$ cat config.mk
export PLATFORM = sky130hd
export DESIGN_NAME = balik_uretici
export DESIGN_NICKNAME = d
export VERILOG_FILES = /design/src/rtl/balik_uretici.sv
export SDC_FILE = /design/constraint.sdc
export NUM_CORES = 1
export LEC_CHECK = 0
export BUFFER_PORTS_ARGS = -buffer_cell sky130_fd_sc_hd__buf_2
export CORE_ASPECT_RATIO = 0.9
export CORE_UTILIZATION = 55
export DETAILED_ROUTE_END_ITERATION = 7
export PLACE_DENSITY = 0.84
export SLEW_MARGIN = 0
export SYNTH_ARGS = -nofsm -noshare
export SYNTH_HDL_FRONTEND = slang
export SYNTH_SLANG_ARGS = --single-unit
$ cat constraint.sdc
create_clock -name saat -period 2.75 [get_ports saat]
set_input_delay 0.1375 -clock saat [delete_from_list [all_inputs] [get_ports saat]]
set_output_delay 0.1375 -clock saat [all_outputs]
set_load 0.005 [all_outputs]
$ cat src/rtl/balik_uretici.sv
// ---------------------------------------------------------------------------
// balik_uretici
//
// Stimulus-side partner of the penguin hunt checker. After a start pulse it
// drives a pseudo-random fish value every clock from an 8-bit Fibonacci LFSR.
// It counts the unpaused generation cycles and waits for the penguin block to
// report that it is done. When the penguin finishes, the block captures the
// finish time the penguin reported and compares it with its own cycle count.
// If the penguin never finishes, the block flags a timeout once MAX_SURE
// cycles have elapsed.
//
// Parameters
//   TOHUM     LFSR seed loaded on start (8'h00 is replaced by 8'h01)
//   MAX_SURE  generation cycles allowed before timeout (1..127)
//
// Ports
//   saat           in   1  system clock, rising edge
//   reset          in   1  asynchronous reset, active-low
//   basla          in   1  start pulse, honoured in BOS and SONUC
//   durdur         in   1  pause, freezes generation while high in URET
//   bitti          in   1  done flag from the penguin block
//   bitme_sure     in   7  finish time reported by the penguin block
//   avlanan_balik  out  3  fish value driven to the penguin block
//   gecerli        out  1  avlanan_balik carries a live value this cycle
//   sayac          out  7  unpaused generation cycles elapsed
//   olculen_sure   out  7  bitme_sure captured when bitti was first seen
//   uyumlu         out  1  captured bitme_sure equalled sayac at capture
//   zaman_asimi    out  1  MAX_SURE reached without bitti
// ---------------------------------------------------------------------------
module balik_uretici #(
    parameter logic [7:0] TOHUM    = 8'hA5,
    parameter int         MAX_SURE = 100
) (
    input  logic       saat,
    input  logic       reset,
    input  logic       basla,
    input  logic       durdur,
    input  logic       bitti,
    input  logic [6:0] bitme_sure,
    output logic [2:0] avlanan_balik,
    output logic       gecerli,
    output logic [6:0] sayac,
    output logic [6:0] olculen_sure,
    output logic       uyumlu,
    output logic       zaman_asimi
);

    typedef enum logic [1:0] {
        BOS   = 2'd0,
        URET  = 2'd1,
        SONUC = 2'd2
    } durum_t;

    // An all-zero LFSR would lock up, so a zero seed is replaced by 8'h01.
    localparam logic [7:0] BASLANGIC = (TOHUM == 8'h00) ? 8'h01 : TOHUM;
    localparam logic [6:0] SON_SAYAC = 7'(MAX_SURE - 1);
    localparam logic [6:0] UST_SINIR = 7'(MAX_SURE);

    durum_t     durum;
    logic [7:0] lfsr;
    logic [7:0] lfsr_sonraki;
    logic       canli;

    // Taps 8,6,5,4 give the maximal-length sequence with period 255.
    assign lfsr_sonraki = {lfsr[6:0], lfsr[7] ^ lfsr[5] ^ lfsr[4] ^ lfsr[3]};

    // The fish value is live only while generating and not paused. It is
    // taken straight from the registers so the penguin sees it in the same
    // cycle that the pause input drops.
    assign canli         = (durum == URET) && !durdur;
    assign avlanan_balik = canli ? lfsr[2:0] : 3'b000;
    assign gecerli       = canli;

    // Main controller. A paused cycle changes nothing at all, and bitti is
    // also ignored while paused. When bitti arrives on the same edge as the
    // timeout, bitti has priority. The comparison uses the count before any
    // increment, so the penguin must report the cycle on which it saw its
    // last fish.
    always_ff @(posedge saat or negedge reset) begin
        if (!reset) begin
            durum        <= BOS;
            lfsr         <= 8'h00;
            sayac        <= 7'd0;
            olculen_sure <= 7'd0;
            uyumlu       <= 1'b0;
            zaman_asimi  <= 1'b0;
        end else begin
            case (durum)
                BOS, SONUC: begin
                    if (basla) begin
                        durum        <= URET;
                        lfsr         <= BASLANGIC;
                        sayac        <= 7'd0;
                        olculen_sure <= 7'd0;
                        uyumlu       <= 1'b0;
                        zaman_asimi  <= 1'b0;
                    end
                end
                URET: begin
                    if (!durdur) begin
                        if (bitti) begin
                            olculen_sure <= bitme_sure;
                            uyumlu       <= (bitme_sure == sayac);
                            durum        <= SONUC;
                        end else if (sayac == SON_SAYAC) begin
                            lfsr        <= lfsr_sonraki;
                            sayac       <= UST_SINIR;
                            zaman_asimi <= 1'b1;
                            durum       <= SONUC;
                        end else begin
                            lfsr  <= lfsr_sonraki;
                            sayac <= sayac + 7'd1;
                        end
                    end
                end
                default: durum <= BOS;
            endcase
        end
    end

endmodule

Yosys cells after proc, flatten, opt, wreduce, memory -nomap -nowiden
Index checks and enable logic that the tools add are counted.
- add/subtract/negate cells: 1
- bitwise operators: 3
- reductions and logical operators: 9
- equal/unequal tests: 10
- multiplexer cells: 26
- operator list (kind ; number):
    $mux 7 ; 6
    $pmux 7 s2 ; 2
    $mux 8 ; 3
    $pmux 8 s2 ; 1
    $mux 2 ; 4
    $ne 2x2->1 const B ; 4
    $reduce_and 4->1 ; 2
    $add 7x1->7 const B ; 1
    $eq 7x7->1 ; 1
    $eq 7x7->1 const B ; 1
    $mux 1 ; 6
    $reduce_and 5->1 ; 1
    $pmux 1 s2 ; 2
    $pmux 2 s2 ; 1
    $mux 3 ; 1
    $ne 3x2->1 const B ; 1
    $reduce_and 3->1 ; 1
    $xor 1x1->1 ; 3
    $eq 2x1->1 const B ; 1
    $eq 2x2->1 const B ; 1
    $logic_not 2->1 ; 1
    $ne 2x1->1 const B ; 1
    $reduce_bool 2->1 ; 1
    $reduce_or 2->1 ; 1
    2 further kinds ; 2
- register bits: 26
- input port bits: 12
- logic and storage cells: 55
- output and inout port bits: 20

Logic depth before layout (Yosys ltp)
Gate-level depths: netlist of run 1.
- depth in word-level cells: 6
- mapped depth: 5
- depth with buffers taken out: 5

Worst setup path after synthesis of run 1
No wires, ideal clock.
- kind: register to register
- start point: reg durum[1]
- end point: reg lfsr[0]
- required time: 2.625 ns
- path buffers: 1
- clock period less this slack: 1.400 ns
- arrival time: 1.275 ns
- stages on the path, launching flop included: 5
- setup time: 0.125 ns
- slack: 1.350 ns
- path through: dfrtp_1 or4b_4 buf_2 o21ai_0 o21ai_1
- cells in the longest elaborated chain, start to end: 4
- elaborated cells on any way between the ends: 10
- those cells by class: eq/ne: 5; mux: 1; reduce/logical: 4
- RTL lines (item ; line ; RTL):
    from (decl) ; 59 ; durum_t durum;
    from (signal assigned) ; 81 ; durum <= BOS;
    from (signal assigned) ; 91 ; durum <= URET;
    from (signal assigned) ; 104 ; durum <= SONUC;
    $eq 2x2->1 / $logic_not 2->1 (equally long branches) ; 88 ; case (durum)
    $reduce_or 2->1 ; 88 ;
    $ne 2x2->1 (no source line) / $reduce_bool 2->1 (equally long branches) ; - ;
    $reduce_and 4->1 (no source line) ; - ;
    to (signal assigned) ; 106 ; lfsr <= lfsr_sonraki;
    to (signal assigned) ; 111 ; lfsr <= lfsr_sonraki;
    to (decl) ; 60 ; logic [7:0] lfsr;
Several ways; a longest one is shown, not always the timed one.
A chain may end at the register's enable or synchronous reset.

Final worst setup path of run 1
- start point: reg durum[1]
- end point: reg uyumlu
- cells in the longest elaborated chain, start to end: 4
- elaborated cells on any way between the ends: 10
- those cells by class: eq/ne: 5; mux: 1; reduce/logical: 4
- RTL lines (item ; line ; RTL):
    $eq 2x2->1 / $logic_not 2->1 (equally long branches) ; 88 ;
    $reduce_or 2->1 ; 88 ;
    $ne 2x2->1 (no source line) / $reduce_bool 2->1 (equally long branches) ; - ;
    $reduce_and 4->1 (no source line) ; - ;
    to (signal assigned) ; 103 ; uyumlu <= (bitme_sure == sayac);
    to (decl) ; 44 ; output logic uyumlu,
Several ways; a longest one is shown, not always the timed one.

==> results of run 1 <==
-- cell type report --
class / count / area (um2)
Clock buffer: 3 / 22.5
Clock inverter: 1 / 30.0
Fill cell: 172 / 668
Multi-Input combinational cell: 108 / 614
Sequential cell: 26 / 651
Tap cell: 27 / 33.8
Timing Repair Buffer: 34 / 183
-- metrics by stage --
step / cells / utilization, % / worst slack [ns]
6_report: 199 / 69.7 / 1.21
5_1_grt: 199 / 69.7 / 1.09
4_1_cts: 199 / 69.7 / 1.21
3_5_place_dp: 193 / 66.4 / 1.23
3_3_place_gp: 193 / 66.4 / 1.27
2_1_floorplan: 140 / - / 1.35
-- cell usage after synthesis --
cell | number | share of area, %
sky130_fd_sc_hd__o21ai_1 | 10 | 3.9
sky130_fd_sc_hd__dfrtp_1 | 26 | 50
sky130_fd_sc_hd__o21ai_0 | 11 | 4.3
sky130_fd_sc_hd__a21oi_1 | 1 | 0.39
sky130_fd_sc_hd__xnor2_1 | 9 | 6.1
sky130_fd_sc_hd__nor4b_2 | 1 | 1.2
sky130_fd_sc_hd__nand2_1 | 34 | 9.9
sky130_fd_sc_hd__nand2b_1 | 3 | 1.5
sky130_fd_sc_hd__or4b_4 | 1 | 1.1
sky130_fd_sc_hd__nand3_1 | 6 | 2.3
sky130_fd_sc_hd__nor2b_1 | 2 | 0.97
sky130_fd_sc_hd__nand4_1 | 3 | 1.5
sky130_fd_sc_hd__mux2i_1 | 1 | 0.77
sky130_fd_sc_hd__nor3b_2 | 1 | 0.97
sky130_fd_sc_hd__and3_1 | 2 | 0.97
sky130_fd_sc_hd__buf_2 | 5 | 1.9
sky130_fd_sc_hd__mux2_1 | 1 | 0.87
sky130_fd_sc_hd__nor3_1 | 1 | 0.39
sky130_fd_sc_hd__ha_1 | 1 | 0.97
sky130_fd_sc_hd__and2_4 | 1 | 0.68
sky130_fd_sc_hd__clkbuf_1 | 1 | 0.29
sky130_fd_sc_hd__nor2_1 | 7 | 2.0
sky130_fd_sc_hd__o32ai_1 | 1 | 0.68
sky130_fd_sc_hd__xor2_1 | 1 | 0.68
sky130_fd_sc_hd__a31oi_1 | 2 | 0.97
sky130_fd_sc_hd__a41o_1 | 1 | 0.77
sky130_fd_sc_hd__nor4_1 | 1 | 0.48
sky130_fd_sc_hd__a21o_1 | 1 | 0.58
sky130_fd_sc_hd__a41oi_1 | 1 | 0.68
sky130_fd_sc_hd__a21oi_2 | 1 | 0.68
sky130_fd_sc_hd__and2_1 | 3 | 1.5
-- report_power, final --
part | internal, uW | switching [uW]
logic | 211 | 240
registers | 499 | 96.9
clock network | 147 | 114
-- routing by layer --
layer | part of all wire [%] | global-route usage, %
met5 | 0 | 0
met4 | 1.0 | 7.89
met3 | 5.1 | 2.86
met2 | 44 | 35.4
met1 | 50 | 34.1
-- final timing paths --
kind                          startpoint               to  slack, ns  depth (start not counted)
max                             durum[1]           uyumlu       1.21                          4
min                        bitme_sure[2]  olculen_sure[2]       0.05                          3
max reg2reg                     durum[1]           uyumlu       1.21                          4
min reg2reg                      lfsr[2]          lfsr[3]       0.51                          2
max in group asynchronous          reset         sayac[3]       2.04                          2
min in group asynchronous          reset          lfsr[5]       0.32                          2
-- critical path, stage by stage, from the launching register on --
cell,delay [ns]
sky130_fd_sc_hd__dfrtp_1,0.46
sky130_fd_sc_hd__nor3b_2,0.33
sky130_fd_sc_hd__and2_4,0.28
sky130_fd_sc_hd__nor2_1,0.06
sky130_fd_sc_hd__mux2_1,0.32
-- flip-flops by register name, summed over array words and instances, names as in the netlist --
name and flops:
sayac 7, uyumlu 1, durum 2, olculen_sure 7
lfsr 8, zaman_asimi 1
-- logic make-up after synthesis --
group                      after synthesis  share of synthesized area [%]
adders and majority gates                1                          0.967
buffers and inverters                    6                           2.22
AOI/OAI and AO/OA                       29                           12.9
muxes                                    2                           1.64
and+or+nand+nor                         66                           25.2
xor gates and xnor gates                10                           6.77
DFF                                     26                           50.3
-- what timing repair did --
action,in CTS,in global routing
setup buffers,0,0
hold buffers,2,0
endpoints found under the hold margin,27,0
==> results.sh, run 1 <==
export IMPL_cp_data_required_time_ns=2.98
export IMPL_worstSetupStartpointType="register"
export IMPL_num_antenna_cells=0
export IMPL_floorplan_rows=16
export IMPL_final_setup_viol_count=0
export IMPL_grt_antenna_before_repair=0
export IMPL_syn_area_um2=1290
export IMPL_final_cell_mix="34 x sky130_fd_sc_hd__nand2_1, 31 x sky130_fd_sc_hd__buf_2, 26 x sky130_fd_sc_hd__dfrtp_1"
export IMPL_first_iter_violations=36
export IMPL_gp_congestion=0.804
export IMPL_result_of_the_run="completed"
export IMPL_clk_root_buffer_cell="sky130_fd_sc_hd__clkbuf_4"
export IMPL_timing_max_cap_violations=0
export IMPL_ys_ff_latch=26
export IMPL_synthCells=140
export IMPL_hp_class="primary input to register"
export IMPL_ant_nets=0
export IMPL_ctsLongestPathBuffers=2
export IMPL_yosys_cell_types_count=31
export IMPL_relSlewSlack_pct=59.2
export IMPL_via_count=1104
export IMPL_final_common_cell="sky130_fd_sc_hd__nand2_1"
export IMPL_max_slew_worst_pin_slew_ns=0.612
export IMPL_skew_ns=0.0129
export IMPL_worst_ir_drop_vdd_uv=644
export IMPL_layout_drive_gt1_share_pct=23.8
export IMPL_hpwl_um=1890
export IMPL_seq_area_frac_synth_pct=50.3
export IMPL_numPortBuffers=31
export IMPL_drt_drc_violations_left=0
export IMPL_post_dp_cell_area_um2=1460
export IMPL_hold_ws_ns=0.0458
export IMPL_wire_length_of_the_first_global_routing_pass_um=4170
export IMPL_floorplan_die_height_um=48.0
export IMPL_fp_coreArea_um2=2200
export IMPL_postCtsResizedCells=0
export IMPL_globalRouteOverflowTotal=0
export IMPL_final_nets=186
export IMPL_cts_htree_levels=1
export IMPL_grt_start_max_net_pins=27
export IMPL_totalWireLength_um=2650
export IMPL_die_width_um=53.1
export IMPL_timing_setup_tns_ns=0
export IMPL_io_pins=32
export IMPL_num_clock_sinks=26
export IMPL_arrival_worst_endpoint_ns=1.77
export IMPL_finalMaxSlewViolations=0
export IMPL_maxClockFrequency_ghz=0.650
export IMPL_final_period_utilization_pct=55.9
export IMPL_layout_area_overhead_vs_synth_pct=18.6
export IMPL_tritoncts="built"
export IMPL_leakagePower_uw=0.000752
export IMPL_total_power_uw=1310
export IMPL_synth_area_per_cell_um2=9.24
export IMPL_synth_yosys_warnings=0
export IMPL_clock_input_transition_at_the_sequential_cells_of_the_worst_setup_and_hold_paths_ns=0.15
export IMPL_post_route_min_period_ns=1.54
export IMPL_syn_num_nets=153
export IMPL_design_area_um2=1530
export IMPL_vias_per_cell=5.55
export IMPL_timing_setup_critical_path_class="register to register"
export IMPL_grt_use_total_pct=23.1
export IMPL_grt_setup_unrepaired="false"
export IMPL_grt_pass1_vias=912
export IMPL_cts_buffers_inserted=3
export IMPL_timing_critical_path_to_type="register"
export IMPL_detail_route_wl_per_cell_um=13.3
export IMPL_design_die_area_um2=2550
export IMPL_timing_hold_violations_final=0
export IMPL_power_density_over_cell_area_nw_per_um2=853
export IMPL_start_util_pct=58.8
export IMPL_critPathMaxFanout=15
export IMPL_clk_insertion_delay_late_ns=0.33
export IMPL_dr_pass1_iters=4
(Power assumes the default switching activity.)
==> run 2: changes to the inputs <==
CORE_UTILIZATION = 47   (was 55)
PLACE_DENSITY = 0.77   (was 0.84)
clock period = 1.4 ns   (was 2.75 ns; I/O delays follow)
==> results.sh, run 2 (synthesis results as in run 1) <==
export IMPL_result_of_the_run="finished, violations left"
export IMPL_failed_checks="design-rule violations, negative setup slack"
export IMPL_finalMaxSlewViolations=0
export IMPL_post_route_util_pct=73.2
export IMPL_p_clk_share_pct=13.7
export IMPL_tritoncts="built"
export IMPL_largestRegisters="lfsr: 8 flops, olculen_sure: 7 flops, sayac: 7 flops"
export IMPL_die_width_um=57.3
export IMPL_total_power_uw=2850
export IMPL_skew_ns=0.00958
export IMPL_detail_route_wl_per_cell_um=15.1
export IMPL_layout_area_overhead_vs_synth_pct=43.1
export IMPL_timing_max_cap_violations=0
export IMPL_post_route_min_period_ns=1.49
export IMPL_grt_pass1_vias=1199
export IMPL_hpwl_um=2140
export IMPL_globalRouteOverflowTotal=0
export IMPL_design_area_um2=1850
export IMPL_ant_nets=0
export IMPL_place_worst_setup_slack_ns=-0.0326
export IMPL_vias_per_cell=5.62
export IMPL_drt_drc_violations_left=3
export IMPL_grt_use_total_pct=23.8
export IMPL_critical_path_slowest_cell="sky130_fd_sc_hd__dfrtp_1"
export IMPL_max_reg_flops=8
export IMPL_clk_root_buffer_cell="sky130_fd_sc_hd__clkbuf_4"
export IMPL_num_antenna_cells=0
export IMPL_cts_buffers_inserted=3
export IMPL_floorplan_die_height_um=51.8
export IMPL_critPathMaxFanout=4
export IMPL_power_switching_share_pct=36.9
export IMPL_gp_congestion=0.852
export IMPL_floorplan_rows=17
export IMPL_grt_antenna_before_repair=0
export IMPL_path_cells="buf_6, nor3b_4, buf_4, and2_4, buf_6"
export IMPL_worst_ir_drop_vdd_uv=956
export IMPL_first_iter_violations=59
export IMPL_fp_coreArea_um2=2530
export IMPL_num_clock_sinks=26
export IMPL_crit_path_start="durum[1]"
export IMPL_netSwitchingPower_uw=1050
export IMPL_clock_input_transition_at_the_sequential_cells_of_the_worst_setup_and_hold_paths_ns=0.14
export IMPL_leakagePower_uw=0.000896
export IMPL_share_seq_of_total_power_pct=41.4
export IMPL_worstSetupStartpointType="register"
export IMPL_design_die_area_um2=2970
export IMPL_grt_setup_unrepaired="true"
export IMPL_timing_critical_path_to_type="primary output"
export IMPL_max_slew_worst_pin_slew_ns=0.579
export IMPL_critical_path_top_cell_by_count="sky130_fd_sc_hd__buf_6"
export IMPL_power_frac_comb_pct=44.9
export IMPL_totalWireLength_um=3360
export IMPL_registers_top_by_ff_count="lfsr"
export IMPL_cp_data_required_time_ns=1.33
export IMPL_power_density_over_cell_area_nw_per_um2=1540
export IMPL_timing_setup_critical_path_class="register to primary output"
export IMPL_cts_htree_levels=1
export IMPL_start_util_pct=51.1
export IMPL_grt_start_max_net_pins=27
export IMPL_layout_drive_gt1_share_pct=39.7
export IMPL_timing_hold_violations_final=0
export IMPL_post_dp_cell_area_um2=1550
export IMPL_r2r_start="durum[1]"
export IMPL_relSlewSlack_pct=61.4
export IMPL_maxClockFrequency_ghz=0.671
export IMPL_final_common_cell="sky130_fd_sc_hd__buf_2"
export IMPL_timing_critical_path_slowest_cell_delay_ns=0.42
export IMPL_clk_insertion_delay_late_ns=0.33
export IMPL_final_nets=208
export IMPL_final_cell_mix="30 x sky130_fd_sc_hd__buf_2, 27 x sky130_fd_sc_hd__nand2_1, 25 x sky130_fd_sc_hd__dfrtp_1"
export IMPL_timing_final_ws_setup_ns=-0.0909
export IMPL_final_setup_viol_count=16
export IMPL_via_count=1248
export IMPL_arrival_worst_endpoint_ns=1.42
export IMPL_io_pins=32
export IMPL_intPower_uw=1800
export IMPL_dr_pass1_iters=6
export IMPL_ctsLongestPathBuffers=2
export IMPL_wire_length_of_the_first_global_routing_pass_um=5310
export IMPL_hp_class="primary input to register"
export IMPL_numPortBuffers=31
export IMPL_hold_start="durdur"
export IMPL_final_period_utilization_pct=106
run 2: cell count changes in the layout (fill, tap and decap cells not counted), moves of 3 or more:
| cell | previous run | this run |
|---|---|---|
| sky130_fd_sc_hd__nand2_2 | 0 | 7 |
| sky130_fd_sc_hd__nand3_1 | 6 | 2 |
| sky130_fd_sc_hd__dlygate4sd3_1 | 2 | 9 |
| sky130_fd_sc_hd__o21ai_1 | 10 | 15 |
| sky130_fd_sc_hd__nand2_1 | 34 | 27 |
| sky130_fd_sc_hd__o21ai_0 | 11 | 2 |
| sky130_fd_sc_hd__o21ai_2 | 0 | 4 |
| sky130_fd_sc_hd__buf_4 | 1 | 11 |
| sky130_fd_sc_hd__nand3_2 | 0 | 3 |
run 2: per-layer routing:
| layer | vias up | track usage (%) | part of all wire [%] |
|---|---|---|---|
| li1 | 588 | - | - |
| met1 | 611 | 27.7 | 44 |
| met2 | 45 | 43.7 | 49 |
| met3 | 4 | 6.97 | 5.6 |
| met4 | 0 | 4.88 | 0.51 |
| met5 | - | 0 | 0 |
run 2: per-stage QoR:
step                      cells  hold slack, ns  setup TNS, ns
after global placement      205          0.0961              0
after floorplan             140          -0.226              0
final                       222          0.0480         -0.715
after detailed placement    205           0.106        -0.0502
after CTS                   220          0.0323         -0.392
after global routing        222          0.0294          -1.79
run 2: cell type report:
cell class,instances,area (um2)
timing repair buffer,56,430
fill,194,679
sequential,26,652
multi-input combinational,108,698
tap,28,35.0
clock buffer,4,36.3
run 2: worst paths after layout:
check                                    to  slack (ns)  cells after the start
max                        avlanan_balik[1]       -0.09                      5
min                                durum[1]        0.05                      2
max reg2reg                        sayac[3]       -0.07                      4
min reg2reg                     zaman_asimi        0.52                      2
max in group asynchronous          durum[0]        0.73                      2
min in group asynchronous   olculen_sure[6]        0.25                      2
run 2: power by group through the flow:
| stage | clock, uW | combinational, uW | sequential, uW |
|---|---|---|---|
| 2_1_floorplan | 0 | 591 | 1160 |
| 3_3_place_gp | 0 | 1000 | 1150 |
| 3_5_place_dp | 0 | 1030 | 1160 |
| 4_1_cts | 402 | 1130 | 1160 |
| 5_1_grt | 430 | 1410 | 1210 |
| 6_report | 391 | 1280 | 1180 |
run 2: critical path, delay by kind of cell, from the launching register on:
family / cells / cell delay (ns)
buf+inv: 3 / 0.36
flops: 1 / 0.42
simple gates: 2 / 0.32
run 2: timing repair:
| item | in CTS | in global routing |
|---|---|---|
| cloned | 0 | 2 |
| setup buffers | 2 | 0 |
| endpoints found under the setup margin | 9 | 28 |
| pin swaps | 7 | 10 |
| hold endpoints to repair | 34 | 0 |
| gates resized for setup | 10 | 26 |
| hold buffers | 9 | 0 |
==> run 3: changes to the inputs <==
CORE_MARGIN = 2   (was unset)
MAX_ROUTING_LAYER = met4   (was unset)
==> results.sh, run 3 (synthesis results as in run 1) <==
export IMPL_result_of_the_run="finished, violations left"
export IMPL_failed_checks="negative setup slack"
export IMPL_area_of_combinational_cells_with_multiple_inputs_um2=652
export IMPL_tritoncts="built"
export IMPL_detail_route_wl_per_cell_um=13.8
export IMPL_worstPathBufferInverterCount=2
export IMPL_timing_setup_critical_path_class="register to register"
export IMPL_arrival_worst_endpoint_ns=1.66
export IMPL_timing_critical_path_slowest_cell_delay_ns=0.41
export IMPL_place_worst_setup_slack_ns=-0.0411
export IMPL_path_depth_of_the_worst_reg2reg_path=6
export IMPL_first_iter_violations=41
export IMPL_finalMaxSlewViolations=0
export IMPL_ctsLongestPathBuffers=2
export IMPL_cts_htree_levels=1
export IMPL_clk_insertion_delay_late_ns=0.32
export IMPL_layout_area_overhead_vs_synth_pct=38.6
export IMPL_grt_start_max_net_pins=27
export IMPL_critical_path_slowest_cell="sky130_fd_sc_hd__dfrtp_1"
export IMPL_hold_start="durdur"
export IMPL_layout_drive_gt1_share_pct=34.5
export IMPL_dr_pass1_iters=4
export IMPL_fill_cells=203
export IMPL_final_nets=212
export IMPL_timing_max_cap_violations=0
export IMPL_sequential_cell_area_um2=652
export IMPL_critical_path_top_delay_family="flip-flops"
export IMPL_worstSetupStartpointType="register"
export IMPL_gp_congestion=0.864
export IMPL_drt_drc_violations_left=0
export IMPL_num_clock_sinks=26
export IMPL_final_setup_viol_count=12
export IMPL_path_cells="buf_6, nor3b_4, buf_4, and2_4, nor2_2, mux2_4"
export IMPL_wire_length_of_the_first_global_routing_pass_um=4950
export IMPL_hpwl_um=2120
export IMPL_max_reg_flops=8
export IMPL_grt_pass1_vias=1093
export IMPL_clk_root_buffer_cell="sky130_fd_sc_hd__clkbuf_4"
export IMPL_skew_ns=0.0140
export IMPL_design_die_area_um2=3190
export IMPL_ant_nets=0
export IMPL_timing_hold_worst_path_depth=2
export IMPL_timing_critical_path_to_type="register"
export IMPL_start_util_pct=48.3
export IMPL_grt_setup_unrepaired="true"
export IMPL_critPathMaxFanout=3
export IMPL_floorplan_die_height_um=53.8
export IMPL_clock_input_transition_at_the_sequential_cells_of_the_worst_setup_and_hold_paths_ns=0.12
export IMPL_final_period_utilization_pct=104
export IMPL_via_count=1191
export IMPL_timing_final_ws_setup_ns=-0.0581
export IMPL_hold_end="durum[1]"
export IMPL_largestRegisters="lfsr: 8 flops, olculen_sure: 7 flops, sayac: 7 flops"
export IMPL_relSlewSlack_pct=62.5
export IMPL_r2r_start="durum[1]"
export IMPL_numPortBuffers=31
export IMPL_vias_per_cell=5.25
export IMPL_power_density_over_cell_area_nw_per_um2=1550
export IMPL_grt_antenna_before_repair=0
export IMPL_io_pins=32
export IMPL_die_width_um=59.3
export IMPL_max_slew_worst_pin_slew_ns=0.563
export IMPL_maxClockFrequency_ghz=0.686
export IMPL_cp_data_required_time_ns=1.61
export IMPL_registers_top_by_ff_count="lfsr"
export IMPL_floorplan_rows=18
export IMPL_regToRegEndpoint="uyumlu"
export IMPL_ff2ff_setup_slack_ns=-0.06
export IMPL_post_route_min_period_ns=1.46
export IMPL_num_antenna_cells=0
export IMPL_leakagePower_uw=0.000880
export IMPL_worst_ir_drop_vdd_uv=928
export IMPL_hp_class="primary input to register"
export IMPL_grt_use_total_pct=21.5
export IMPL_final_cell_mix="34 x sky130_fd_sc_hd__nand2_1, 28 x sky130_fd_sc_hd__buf_2, 25 x sky130_fd_sc_hd__dfrtp_1"
export IMPL_final_common_cell="sky130_fd_sc_hd__nand2_1"
export IMPL_timing_hold_violations_final=0
export IMPL_total_power_uw=2770
export IMPL_fp_coreArea_um2=2680
export IMPL_cts_buffers_inserted=3
export IMPL_totalWireLength_um=3130
export IMPL_globalRouteOverflowTotal=0
[run 3: changes by cell type in the layout (fill, tap and decap cells not counted), sizes merged]
| cell | previous run | this run |
|---|---|---|
| buf | 45 | 51 |
| clkbuf | 6 | 3 |
[run 3: through the flow]
step | hold slack [ns] | setup TNS (ns) | utilization (%) | area, um2 | instances
finish | 0.0614 | -0.376 | 66.9 | 1790 | 227
global route | 0.0358 | -1.73 | 66.9 | 1790 | 227
CTS | 0.0432 | -0.578 | 65.7 | 1760 | 225
detailed placement | 0.101 | -0.0853 | 57.5 | 1540 | 206
global placement | 0.0962 | 0 | 57.5 | 1540 | 206
floorplan | -0.226 | 0 | - | 1300 | 140
[run 3: final cells by class]
type	count	share of cell area, %
clock buffer	3	1.26
multi-input combinational	108	36.4
sequential	26	36.4
tap	30	2.09
timing repair buffer	60	23.9
[run 3: worst max-delay path by stage]
stage | start | to | cells after the start
after floorplan | durum[1] | lfsr[0] | 4
after global placement | durum[1] | sayac[3] | 4
after detailed placement | durum[1] | sayac[3] | 4
after CTS | durum[1] | avlanan_balik[0] | 5
after global routing | durum[1] | avlanan_balik[0] | 5
final | durum[1] | uyumlu | 6
[run 3: timing repair]
item	4_1_cts	5_1_grt
buffers inserted	7	2
endpoints found under the setup margin	9	28
gates resized for setup	13	8
endpoints found under the hold margin	34	0
pin swaps	4	1
hold buffers	9	0
[run 3: layer usage]
metal	vias up	GRT usage, %	wire length [um]
met5	-	-	0
met4	0	3.79	11
met3	2	4.33	155
met2	39	36.1	1530
met1	549	27.3	1430
li1	601	-	-
[run 3: power by group]
part	leakage (uW)	internal [uW]	switching (uW)	total, uW
sequential	0.000337	984	186	1170
combinational	0.000530	693	608	1300
clock	0.0000138	101	203	304
total	0.000880	1780	996	2770
[run 3: worst register-to-register path, cell delays in order, from the launching register on]
cell and delay, ns:
sky130_fd_sc_hd__dfrtp_1 0.41, sky130_fd_sc_hd__buf_6 0.13, sky130_fd_sc_hd__nor3b_4 0.19, sky130_fd_sc_hd__buf_4 0.14, sky130_fd_sc_hd__and2_4 0.15, sky130_fd_sc_hd__nor2_2 0.04, sky130_fd_sc_hd__mux2_4 0.30
